File: config.mk
export PLATFORM = sky130hd
export DESIGN_NAME = mm2s_axis_tx_dwc_flat
export DESIGN_NICKNAME = d
export VERILOG_FILES = /design/src/rtl/mm2s_axis_tx_dwc_if.sv /design/src/rtl/mm2s_axis_tx_dwc.sv /design/src/flat_wrapper.sv
export SDC_FILE = /design/constraint.sdc
export NUM_CORES = 1
export LEC_CHECK = 0
export CORE_ASPECT_RATIO = 1.2
export CORE_MARGIN = 4
export CORE_UTILIZATION = 45
export DETAILED_ROUTE_END_ITERATION = 16
export GPL_ROUTABILITY_DRIVEN = 0
export PLACE_DENSITY = 0.73
export RECOVER_POWER = 50
export REMOVE_ABC_BUFFERS = 1
export SLEW_MARGIN = 25
export SYNTH_ARGS = -nofsm -noshare
export SYNTH_HDL_FRONTEND = slang
export SYNTH_SLANG_ARGS = --single-unit
export TNS_END_PERCENT = 10
File: constraint.sdc
create_clock -name clk -period 4.7 [get_ports clk]
set_clock_uncertainty 0.15 [all_clocks]
set_input_delay 0.47 -clock clk [delete_from_list [all_inputs] [get_ports clk]]
set_output_delay 0.47 -clock clk [all_outputs]
set_load 0.01 [all_outputs]
File: src/rtl/mm2s_axis_tx_dwc_if.sv
// Command, FIFO-read and AXI-Stream bundle for the MM2S width converter.
// master = converter side, slave = command/FIFO/sink side.
interface mm2s_axis_tx_dwc_if #(
    parameter int AXIS_DW = 32,
    parameter int RATIO   = 2,
    parameter int LEN_W   = 16
);
    logic                       cmd_valid;
    logic                       cmd_ready;
    logic [LEN_W-1:0]           cmd_bytes;
    logic                       fifo_empty;
    logic [AXIS_DW*RATIO-1:0]   fifo_rdata;
    logic                       fifo_rd_en;
    logic [AXIS_DW-1:0]         m_axis_tdata;
    logic [AXIS_DW/8-1:0]       m_axis_tkeep;
    logic                       m_axis_tvalid;
    logic                       m_axis_tlast;
    logic                       m_axis_tready;
    logic                       busy;
    logic                       done;

    modport master (
        input  cmd_valid, cmd_bytes, fifo_empty, fifo_rdata, m_axis_tready,
        output cmd_ready, fifo_rd_en, m_axis_tdata, m_axis_tkeep,
        output m_axis_tvalid, m_axis_tlast, busy, done
    );

    modport slave (
        output cmd_valid, cmd_bytes, fifo_empty, fifo_rdata, m_axis_tready,
        input  cmd_ready, fifo_rd_en, m_axis_tdata, m_axis_tkeep,
        input  m_axis_tvalid, m_axis_tlast, busy, done
    );
endinterface

File: src/rtl/mm2s_axis_tx_dwc.sv
// MM2S transmit down-converter: pops wide FIFO words and streams them
// as RATIO AXI-Stream beats each, LSB lane first, with tkeep/tlast trim.
module mm2s_axis_tx_dwc #(
    parameter int AXIS_DW = 32,
    parameter int RATIO   = 2,
    parameter int LEN_W   = 16
) (
    input  logic                 clk,
    input  logic                 rst_n,
    mm2s_axis_tx_dwc_if.master   bus
);
    localparam int BPB = AXIS_DW / 8;
    localparam int WW  = AXIS_DW * RATIO;
    localparam int LW  = (RATIO > 1) ? $clog2(RATIO) : 1;
    localparam int CW  = LEN_W;

    typedef enum logic {IDLE, ACTIVE} state_e;

    state_e          state_q;
    logic [WW-1:0]   word_q;
    logic            wvalid_q;
    logic [LW-1:0]   lane_q;
    logic [CW-1:0]   left_q;
    logic [CW-1:0]   unl_q;
    logic [BPB-1:0]  lkeep_q;
    logic            done_q;

    logic [LEN_W:0]   bsum;
    logic [CW-1:0]    beats_w;
    logic [LEN_W-1:0] rem_w;
    logic [BPB-1:0]   lkeep_w;
    logic             accept;
    logic             tvalid;
    logic             hs;
    logic             last_lane;
    logic             last_beat;
    logic             pop;

    assign bsum    = {1'b0, bus.cmd_bytes} + (LEN_W+1)'(BPB - 1);
    assign beats_w = CW'(bsum / (LEN_W+1)'(BPB));
    assign rem_w   = bus.cmd_bytes % LEN_W'(BPB);

    always_comb begin
        lkeep_w = '0;
        for (int i = 0; i < BPB; i++) begin
            lkeep_w[i] = (rem_w == '0) || (LEN_W'(i) < rem_w);
        end
    end

    assign bus.cmd_ready = (state_q == IDLE) && rst_n;
    assign accept        = bus.cmd_valid && bus.cmd_ready;
    assign tvalid        = wvalid_q && (state_q == ACTIVE);
    assign hs            = tvalid && bus.m_axis_tready;
    assign last_lane     = (lane_q == LW'(RATIO - 1));
    assign last_beat     = (left_q == CW'(1));

    // Refill when the register is empty, or chain the next word on the
    // last lane so a ready sink sees no gap between words.
    assign pop = (state_q == ACTIVE) && !bus.fifo_empty &&
                 ((!wvalid_q && (unl_q != '0)) ||
                  (hs && last_lane && !last_beat));

    always_ff @(posedge clk or negedge rst_n) begin
        if (!rst_n) begin
            state_q  <= IDLE;
            word_q   <= '0;
            wvalid_q <= 1'b0;
            lane_q   <= '0;
            left_q   <= '0;
            unl_q    <= '0;
            lkeep_q  <= '0;
            done_q   <= 1'b0;
        end else begin
            done_q <= 1'b0;
            unique case (state_q)
                IDLE: begin
                    if (accept) begin
                        if (bus.cmd_bytes == '0) begin
                            done_q <= 1'b1;
                        end else begin
                            state_q <= ACTIVE;
                            left_q  <= beats_w;
                            unl_q   <= beats_w;
                            lkeep_q <= lkeep_w;
                        end
                    end
                end
                ACTIVE: begin
                    if (hs) begin
                        left_q <= left_q - CW'(1);
                        if (last_beat) begin
                            wvalid_q <= 1'b0;
                            lane_q   <= '0;
                            unl_q    <= '0;
                            state_q  <= IDLE;
                            done_q   <= 1'b1;
                        end else if (!last_lane) begin
                            lane_q <= lane_q + LW'(1);
                        end else if (!pop) begin
                            wvalid_q <= 1'b0;
                        end
                    end
                    if (pop) begin
                        word_q   <= bus.fifo_rdata;
                        wvalid_q <= 1'b1;
                        lane_q   <= '0;
                        unl_q    <= (unl_q > CW'(RATIO)) ?
                                    unl_q - CW'(RATIO) : '0;
                    end
                end
                default: state_q <= IDLE;
            endcase
        end
    end

    assign bus.m_axis_tvalid = tvalid;
    assign bus.m_axis_tdata  = word_q[lane_q*AXIS_DW +: AXIS_DW];
    assign bus.m_axis_tlast  = tvalid && last_beat;
    assign bus.m_axis_tkeep  = !tvalid ? '0 :
                               (last_beat ? lkeep_q : '1);
    assign bus.fifo_rd_en    = pop;
    assign bus.busy          = (state_q == ACTIVE);
    assign bus.done          = done_q;
endmodule

File: src/flat_wrapper.sv
// flat-port wrapper written by rule: the top's interface ports become plain ports
module mm2s_axis_tx_dwc_flat 
#(
    parameter int AXIS_DW = 32,
    parameter int RATIO   = 2,
    parameter int LEN_W   = 16
)
  (clk, rst_n, bus_cmd_valid, bus_cmd_bytes, bus_fifo_empty, bus_fifo_rdata, bus_m_axis_tready, bus_cmd_ready, bus_fifo_rd_en, bus_m_axis_tdata, bus_m_axis_tkeep, bus_m_axis_tvalid, bus_m_axis_tlast, bus_busy, bus_done);
  mm2s_axis_tx_dwc_if #(.AXIS_DW(AXIS_DW), .RATIO(RATIO), .LEN_W(LEN_W)) bus_i ();
  input  logic clk;
  input  logic rst_n;
  input wire logic [$bits(bus_i.cmd_valid)-1:0] bus_cmd_valid;
  input wire logic [$bits(bus_i.cmd_bytes)-1:0] bus_cmd_bytes;
  input wire logic [$bits(bus_i.fifo_empty)-1:0] bus_fifo_empty;
  input wire logic [$bits(bus_i.fifo_rdata)-1:0] bus_fifo_rdata;
  input wire logic [$bits(bus_i.m_axis_tready)-1:0] bus_m_axis_tready;
  output wire logic [$bits(bus_i.cmd_ready)-1:0] bus_cmd_ready;
  output wire logic [$bits(bus_i.fifo_rd_en)-1:0] bus_fifo_rd_en;
  output wire logic [$bits(bus_i.m_axis_tdata)-1:0] bus_m_axis_tdata;
  output wire logic [$bits(bus_i.m_axis_tkeep)-1:0] bus_m_axis_tkeep;
  output wire logic [$bits(bus_i.m_axis_tvalid)-1:0] bus_m_axis_tvalid;
  output wire logic [$bits(bus_i.m_axis_tlast)-1:0] bus_m_axis_tlast;
  output wire logic [$bits(bus_i.busy)-1:0] bus_busy;
  output wire logic [$bits(bus_i.done)-1:0] bus_done;
  assign bus_i.cmd_valid = bus_cmd_valid;
  assign bus_i.cmd_bytes = bus_cmd_bytes;
  assign bus_i.fifo_empty = bus_fifo_empty;
  assign bus_i.fifo_rdata = bus_fifo_rdata;
  assign bus_i.m_axis_tready = bus_m_axis_tready;
  assign bus_cmd_ready = bus_i.cmd_ready;
  assign bus_fifo_rd_en = bus_i.fifo_rd_en;
  assign bus_m_axis_tdata = bus_i.m_axis_tdata;
  assign bus_m_axis_tkeep = bus_i.m_axis_tkeep;
  assign bus_m_axis_tvalid = bus_i.m_axis_tvalid;
  assign bus_m_axis_tlast = bus_i.m_axis_tlast;
  assign bus_busy = bus_i.busy;
  assign bus_done = bus_i.done;
  mm2s_axis_tx_dwc #(.AXIS_DW(AXIS_DW), .RATIO(RATIO), .LEN_W(LEN_W)) u_core (.clk(clk), .rst_n(rst_n), .bus(bus_i));
endmodule
# Yosys cells after proc, flatten, opt, wreduce, memory -nomap -nowiden
# Index checks and enable logic that the tools add are counted.
[word_totals]
input_bits = 85
output_inout_bits = 42
reg_bits = 104
[op_classes]
add_sub_neg = 4
shift = 1
bitwise_logic = 2
n_mux = 29
n_reduce_logical = 29
eq_ne = 6
n_lt_le_gt_ge = 5
[ops]
columns = ["op", "n"]
rows = [
  ["16-bit two-way mux", 7],
  ["16-bit one-hot mux with 2 select lines", 2],
  ["64-bit by 7-bit indexed part select with 32-bit output", 1],
  ["16-bit zero test", 2],
  ["16-bit by 2-bit adder with 17-bit output (second input constant)", 1],
  ["16-bit by 1-bit == test with 1-bit output (second input constant)", 1],
  ["16-bit by 2-bit > comparator with 1-bit output (second input constant)", 1],
  ["1-bit two-way mux", 16],
  ["16-bit nonzero test", 1],
  ["16-bit by 1-bit subtractor with 16-bit output (second input constant)", 1],
  ["16-bit by 2-bit subtractor with 16-bit output (second input constant)", 1],
  ["1-bit logical AND", 10],
  ["3-bit AND reduction", 3],
  ["4-bit two-way mux", 2],
  ["3-bit inequality test (second input constant)", 2],
  ["1-bit logical OR", 5],
  ["1-bit by 2-bit less-than comparator with 1-bit output (first input constant)", 2],
  ["2-bit less-than comparator (first input constant)", 2],
  ["2-bit inequality test (second input constant)", 2],
  ["1-bit one-hot mux with 2 select lines", 2],
  ["2-bit AND reduction", 2],
  ["4-bit AND reduction", 1],
  ["1-bit zero test", 3],
  ["3-bit nonzero test", 1],
  ["4 further kinds", 5],
]

# Logic depth before layout (Yosys ltp)
# Gate-level depths: netlist (run 1).
[logic_depth]
depth_word = 8
mapped_depth = 11
mapped_depth_nobuf = 8

# Least setup slack after synthesis (run 1)
# No wires, ideal clock.
[synth_path]
kind = "input -> register"
startpoint = "input port bus_cmd_bytes[1]"
endpoint = "register u_core.left_q[5]"
n_path_buf = 1
setup_ps = 126
path_stages = 9
required_ps = 4424
slack_ps = 2339
arrival_time_ps = 2085
path_cell_list = "inv_1 ha_1 nor4b_2 nand4_1 a21oi_1 buf_4 nor2_1 mux2_2 a221o_1"
[synth_between]
elab_chain_len = 4
elab_cells_between_ends = 7
cone_classes = "add/sub (1); eq/ne (1); mux (3); reduce/logical (2)"
[synth_rtl]
columns = ["element", "line_no", "text"]
rows = [
  ["start, declared", "flat_wrapper.sv:13", "input wire logic [$bits(bus_i.cmd_bytes)-1:0] bus_cmd_bytes;"],
  ["16-bit by 2-bit adder with 17-bit output", "mm2s_axis_tx_dwc.sv:39", "assign bsum = {1'b0, bus.cmd_bytes} + (LEN_W+1)'(BPB - 1);"],
  ["16-bit two-way mux", "mm2s_axis_tx_dwc.sv:78", "if (bus.cmd_bytes == '0) begin"],
  ["16-bit two-way mux", "mm2s_axis_tx_dwc.sv:77", "if (accept) begin"],
  ["16-bit one-hot mux with 2 select lines", "mm2s_axis_tx_dwc.sv:75", "unique case (state_q)"],
  ["end signal, assigned", "mm2s_axis_tx_dwc.sv:82", "left_q <= beats_w;"],
  ["end signal, assigned", "mm2s_axis_tx_dwc.sv:90", "left_q <= left_q - CW'(1);"],
  ["end, declared", "mm2s_axis_tx_dwc.sv:23", "logic [CW-1:0] left_q;"],
]
# Parallel ways exist; a longest one is shown, timed or not. The select of a mux whose other input is x is not followed.
# A chain may end at the register's enable or synchronous reset.

# Worst setup path after layout (run 1)
[layout_path]
startpoint = "register u_core.lane_q"
endpoint = "output port bus_m_axis_tdata[31]"
[layout_between]
elab_chain_len = 1
[layout_rtl]
columns = ["element", "line_no", "text"]
rows = [
  ["start, declared", "mm2s_axis_tx_dwc.sv:22", "logic [LW-1:0] lane_q;"],
  ["start signal, assigned", "mm2s_axis_tx_dwc.sv:98", "lane_q <= lane_q + LW'(1);"],
  ["64-bit by 7-bit indexed part select with 32-bit output", "mm2s_axis_tx_dwc.sv:117", "assign bus.m_axis_tdata = word_q[lane_q*AXIS_DW +: AXIS_DW];"],
  ["end, declared", "flat_wrapper.sv:19", "output wire logic [$bits(bus_i.m_axis_tdata)-1:0] bus_m_axis_tdata;"],
]
# No other way between the ends.

==> impl_metrics.toml, run 1 <==
[yosys]
yosysTopAreaCell = "dfrtp_1"
yosys.cell_types.count = 57
synthArstFlopShare = 1.00
post_synth.cell_area_avg_um2 = 10.8
synth_top_area_share = 0.461
synth-seq-cells = 104
netlist_top_cells_area = "dfrtp_1, mux2_2, nor2_1, nor3_1, a21oi_1"
synth-seq-area-share = 0.461
syn_inst = 522
yosys_warnings = 0
synth_edf_count = 0
ys.flop_type = "dfrtp_1"
syn_area_mm2 = 0.00564

[routing]
wl_mm = 13.9
wire_per_inst_um = 17.3
via_count = 4507
drt_first_iter_violations = 351
route.detailed.drc = 0
vias_per_cell = 5.60
ant_nets = 0
firstDrtPassIters = 5

[finish]
nNetsFinal = 730
stdcell_count = 805
drive_above_1_share = 0.205
antenna_cells = 0
syn_to_final_growth_pct = 28.0
nFillCells = 1013

[global_routing]
antenna_found_initial = 0
grt-ovfl-total = 0
grt_max_degree = 81
grt_util_met2 = 0.321
grt_use_met1 = 0.256
grt_pass1_vias = 4498
grt_first_pass_wirelength_mm = 22.3
use_met3 = 0.0383
top_usage_layer = "met2"
grt_util_all_layers = 0.195

[critical_path]
crit_start = "u_core.lane_q"
critPathCaptureType = "output port"
startpoint_type = "flop"
rrSetupSlack_ps = 1240
critPathArrivalTime_ps = 3250
r2r-end = "u_core.unl_q[9]"
ff2ff_path_depth = 7
crit_end = "bus_m_axis_tdata[31]"
crit_path_cell_trace = "clkbuf_1, mux2_2, dlygate4sd3_1"
worstSetupPathType = "flop to output port"
crit_path_max_fanout = 32
critical-path-slowest-cell = "clkbuf_1"
r2r-start = "u_core.bus.busy"
cp.required_ps = 4080
max_stage_delay_ps = 1410

[placement]
dp_hpwl_mm = 10.2
port_buffers = 126
placedCellCount = 789
place_ws_ps = 1210

[pwr]
peakVddDrop_uv = 272
powerDensity_mw_per_mm2 = 613
power_leakage_uw = 0.00286

[worst_hold_path]
hold_class = "flop to flop"

[floorplanning]
core_mm2 = 0.0122
initial_core_util = 0.464
die_x_um = 110
num_rows = 44
pin_count = 127
die_y_um = 131
dieArea_mm2 = 0.0144

[clocking]
clk_pin_slew_ps = 70
cts.repair.resized = 0
insertion_delay_ps = 340
post_cts_buffers = 0
clk_path_buf_depth = 2
cts_tree = "built"
cts_buffers = 9
clock-root-buffer = "clkbuf_16"
htree_levels = 3
cts_num_sinks = 104

[sta]
worstMarginPinSlew_ps = 1950
holdWs_ps = 330
setup_viol = 0
finalCritPeriodShare = 0.824
drv_slew = 33
slew_headroom = -0.300
setup_slack_ps = 825
fin_crit_ps = 3870
max_freq_mhz = 258
rsz0062_at_grt = "no"
hold_violations = 0
tns_ps = 0

[outcome]
violations = "capacitance limit, slew limit"
outcome = "complete, but fails checks"

[run]
maxCapViolations = 1
-- flip-flops by register name, summed over array words and instances (netlist names) --
signal / count
u_core.word_q: 64
u_core.lane_q: 1
u_core.bus.busy: 1
u_core.bus.done: 1
u_core.wvalid_q: 1
u_core.left_q: 16
u_core.lkeep_q: 4
u_core.unl_q: 16
-- Yosys cell counts, drive strengths merged (2+ instances only) --
| cell type | count |
|---|---|
| nand4 | 9 |
| nor3 | 26 |
| dfrtp | 104 |
| a32oi | 2 |
| or2 | 2 |
| a21o | 3 |
| nand2b | 4 |
| ha | 5 |
| a21boi | 2 |
| o21ai | 20 |
| inv | 25 |
| a221o | 4 |
| nand3 | 10 |
| buf | 22 |
| xnor2 | 11 |
| nand2 | 29 |
| nor2 | 47 |
| and3 | 2 |
| a211oi | 2 |
| nor4 | 12 |
| a21oi | 29 |
| xor2 | 4 |
| a31oi | 3 |
| and2 | 3 |
| o22ai | 13 |
| nor4b | 2 |
| nor2b | 3 |
| mux2i | 4 |
| o211ai | 2 |
| clkbuf | 3 |
| mux2 | 99 |
| o31a | 2 |
| nor3b | 2 |
-- critical path, delay by kind of cell, from the launching register on --
kind     cells  cell delay [ps]
buf+inv      2             2020
flops        1              420
mux          1              450
-- placed cells by master, fill, tap and decap left out, types with 3 or more instances in the layout --
master and n:
mux2_2 94, a21oi_1 23, nand2_1 29, a21o_1 3, dlygate4sd3_1 10, nand4_1 8
nand2b_1 4, nand3_1 10, nor2b_1 3, a221o_1 4, nor3_1 26, mux2i_1 4
a21oi_2 6, inv_6 3, xor2_1 4, mux2_1 5, xnor2_1 11, ha_1 5
nor4_1 8, o22ai_1 13, nor2_1 46, o21ai_0 18, a31oi_1 3, inv_1 25
clkbuf_16 9, clkbuf_1 4, clkdlybuf4s50_1 116, dfrtp_1 104
-- cell type report --
type	instances	area, um^2	area share
Tap cell	161	201	0.0279
Clock buffer	10	229	0.0317
Clock inverter	5	38.8	0.00537
Sequential cell	104	2600	0.360
Inverter	25	93.8	0.0130
Timing Repair Buffer	132	1300	0.180
Multi-Input combinational cell	368	2760	0.382
-- routing by layer --
metal	part of all wire	wire (um)	up-vias
met5	0	0	-
met4	0.022	309	0
met3	0.084	1180	25
met2	0.47	6530	204
met1	0.43	5930	2169
li1	-	-	2109
-- worst min-delay path by stage --
| stage | from | endpoint | slack, ps | depth (start not counted) |
|---|---|---|---|---|
| 2_1_floorplan | rst_n | u_core.bus.busy | 20 | 0 |
| 3_3_place_gp | rst_n | u_core.word_q[55] | 240 | 1 |
| 3_5_place_dp | rst_n | u_core.word_q[44] | 250 | 1 |
| 4_1_cts | u_core.lkeep_q[0] | u_core.lkeep_q[0] | 330 | 1 |
| 5_1_grt | u_core.lkeep_q[0] | u_core.lkeep_q[0] | 330 | 1 |
| 6_report | u_core.lkeep_q[0] | u_core.lkeep_q[0] | 330 | 1 |
-- through the flow --
stage / power (uW) / instance area, um^2 / utilization
6_report: 4430 / 7220 / 0.594
5_1_grt: 4720 / 7220 / 0.594
4_1_cts: 4480 / 7230 / 0.594
3_5_place_dp: 3770 / 6950 / 0.571
3_3_place_gp: 3680 / 6950 / 0.571
2_1_floorplan: 2870 / 5450 / -
-- logic make-up after synthesis --
group                    share of synthesized area
flip-flops                                   0.461
adder cells (fa/ha/maj)                     0.0111
multiplexers                                 0.205
AO/OA/AOI/OAI                                0.107
buffers and inverters                       0.0505
AND/OR/NAND/NOR                              0.142
XOR/XNOR                                    0.0233
-- timing repair --
action,in CTS,in global routing
setup endpoints to repair,0,0
hold buffers,1,0
hold endpoints to repair,24,0
-- report_power, final --
group,switching [uW],total [uW],internal (uW),leakage [uW]
Sequential,279,1580,1300,0.00123
Clock,334,695,361,0.000130
Combinational,965,2160,1190,0.00150
Note: power is estimated with default switching activity, not from simulation.
==> inputs of run 2 (changes only) <==
==> constraint.sdc (replaced) <==
create_clock -name clk -period 3.9 [get_ports clk]
set_clock_uncertainty 0.15 [all_clocks]
set_input_delay 0.39 -clock clk [delete_from_list [all_inputs] [get_ports clk]]
set_output_delay 0.39 -clock clk [all_outputs]
set_load 0.01 [all_outputs]
==> run 2 against run 1 <==
Net effect: non-clock buffer count up 3; combinational power increased by 20%; routed wire length grew 1.2%; hold slack got worse by 1.7 ps; setup slack got worse by 380 ps; core utilization is 0.15 points higher; the flow still finishes with violations (capacitance limit, slew limit); cell count is 0.25% higher.
==> impl_metrics.toml, run 2 (synthesis gave the netlist of run 1 again) <==
[clocking]
cts_num_sinks = 104
cts.repair.resized = 0
cts_buffers = 9
post_cts_buffers = 0
cts_tree = "built"
clk_pin_slew_ps = 70
clock-root-buffer = "clkbuf_16"
htree_levels = 3
cts_hold_buf = 1
clk_path_buf_depth = 2
insertion_delay_ps = 340

[critical_path]
worstSetupPathType = "flop to output port"
critPathCaptureType = "output port"
worst_path_most_repeated_cell = "inv_1"
crit_path_max_fanout = 16
max_stage_delay_ps = 490
r2r-end = "u_core.word_q[24]"
r2r-start = "u_core.left_q[1]"
path_buf_inv = 3
cp.required_ps = 3360
critical-path-slowest-cell = "clkdlybuf4s50_1"
startpoint_type = "flop"
crit_family = "simple AND/OR/NAND/NOR gates"
rrSetupSlack_ps = 900
critPathArrivalTime_ps = 2910
crit_path_cell_trace = "inv_1, ha_1, nor4b_1, nand4_1, nand2_1, and2_2, inv_1, clkdlybuf4s50_1"
ff2ff_path_depth = 8

[run]
maxCapViolations = 1

[routing]
via_count = 4427
route.detailed.drc = 0
ant_nets = 0
wl_mm = 14.1
drt_first_iter_violations = 261
firstDrtPassIters = 4
wire_per_inst_um = 17.5
vias_per_cell = 5.49

[finish]
top_register = "u_core.word_q"
nNetsFinal = 733
largest_reg_flops = 64
syn_to_final_growth_pct = 28.3
final_cell_mix = "clkdlybuf4s50_1, dfrtp_1, mux2_2"
final_common_cell = "clkdlybuf4s50_1"
antenna_cells = 0
drive_above_1_share = 0.203
top_regs = "u_core.word_q x64, u_core.left_q x16, u_core.unl_q x16"

[sta]
setup_viol = 0
slew_headroom = -0.110
holdWs_ps = 328
finalCritPeriodShare = 0.885
max_freq_mhz = 290
tns_ps = 0
drv_slew = 69
hold_violations = 0
fin_crit_ps = 3450
worstMarginPinSlew_ps = 1660
rsz0062_at_grt = "no"

[floorplanning]
num_rows = 44
core_mm2 = 0.0122
die_x_um = 110
die_y_um = 131
pin_count = 127
dieArea_mm2 = 0.0144
initial_core_util = 0.464

[global_routing]
grt_max_degree = 69
grt_first_pass_wirelength_mm = 22.4
grt-ovfl-total = 0
grt_util_all_layers = 0.197
antenna_found_initial = 0
grt_pass1_vias = 4564

[worst_hold_path]
hold_path_end = "u_core.lkeep_q[0]"
worstHoldStart = "u_core.lkeep_q[0]"
hold_class = "flop to flop"
whs_path_depth = 1

[placement]
dp_hpwl_mm = 10.5
port_buffers = 126

[pwr]
powerDensity_mw_per_mm2 = 739
power_leakage_uw = 0.00288
peakVddDrop_uv = 321

[outcome]
violations = "capacitance limit, slew limit"
outcome = "complete, but fails checks"
-- run 2: changes by cell type in the layout (fill, tap and decap cells not counted), sizes merged --
| cell | delta |
|---|---|
| inv | -3 |
| clkbuf | +4 |
| buf | +1 |
-- run 2: per-layer routing --
metal | GRT usage | vias to the layer above | wire length [um]
met5 | 0 | - | 0
met4 | 0.0616 | 0 | 235
met3 | 0.0516 | 20 | 1400
met2 | 0.346 | 162 | 6750
met1 | 0.236 | 2124 | 5730
li1 | - | 2121 | -
-- run 2: worst max-delay path by stage --
stage,cells after the start,slack (ps),start,to
2_1_floorplan,7,290,u_core.left_q[1],bus_fifo_rd_en
3_3_place_gp,10,940,bus_cmd_bytes[0],u_core.left_q[5]
3_5_place_dp,10,800,bus_cmd_bytes[0],u_core.left_q[5]
4_1_cts,8,520,u_core.left_q[1],bus_fifo_rd_en
5_1_grt,8,260,u_core.left_q[1],bus_fifo_rd_en
6_report,8,450,u_core.left_q[1],bus_fifo_rd_en
-- run 2: final cells by class --
type | count | area (um^2)
clock inverters | 2 | 16.3
well taps | 161 | 201
multi-input cells | 368 | 2750
inverters | 25 | 93.8
clock buffers | 12 | 256
fillers | 990 | 4930
repair buffers | 135 | 1330
flip-flops and latches | 104 | 2600
-- run 2: per-stage QoR --
| step | instance area [um^2] | utilization | instances | worst slack [ps] | power [uW] |
|---|---|---|---|---|---|
| global route | 7240 | 0.595 | 807 | 257 | 5710 |
| global placement | 6990 | 0.574 | 792 | 938 | 4470 |
| floorplan | 5450 | - | 497 | 291 | 3460 |
| finish | 7240 | 0.595 | 807 | 449 | 5350 |
| detailed placement | 6990 | 0.574 | 792 | 796 | 4570 |
| CTS | 7270 | 0.597 | 807 | 525 | 5430 |
-- run 2: power by group --
group	switching [uW]	leakage (uW)	internal, uW	total [uW]
clock	377	0.000131	462	839
sequential	348	0.00123	1560	1910
combinational	1160	0.00152	1450	2600
total	1880	0.00288	3470	5350
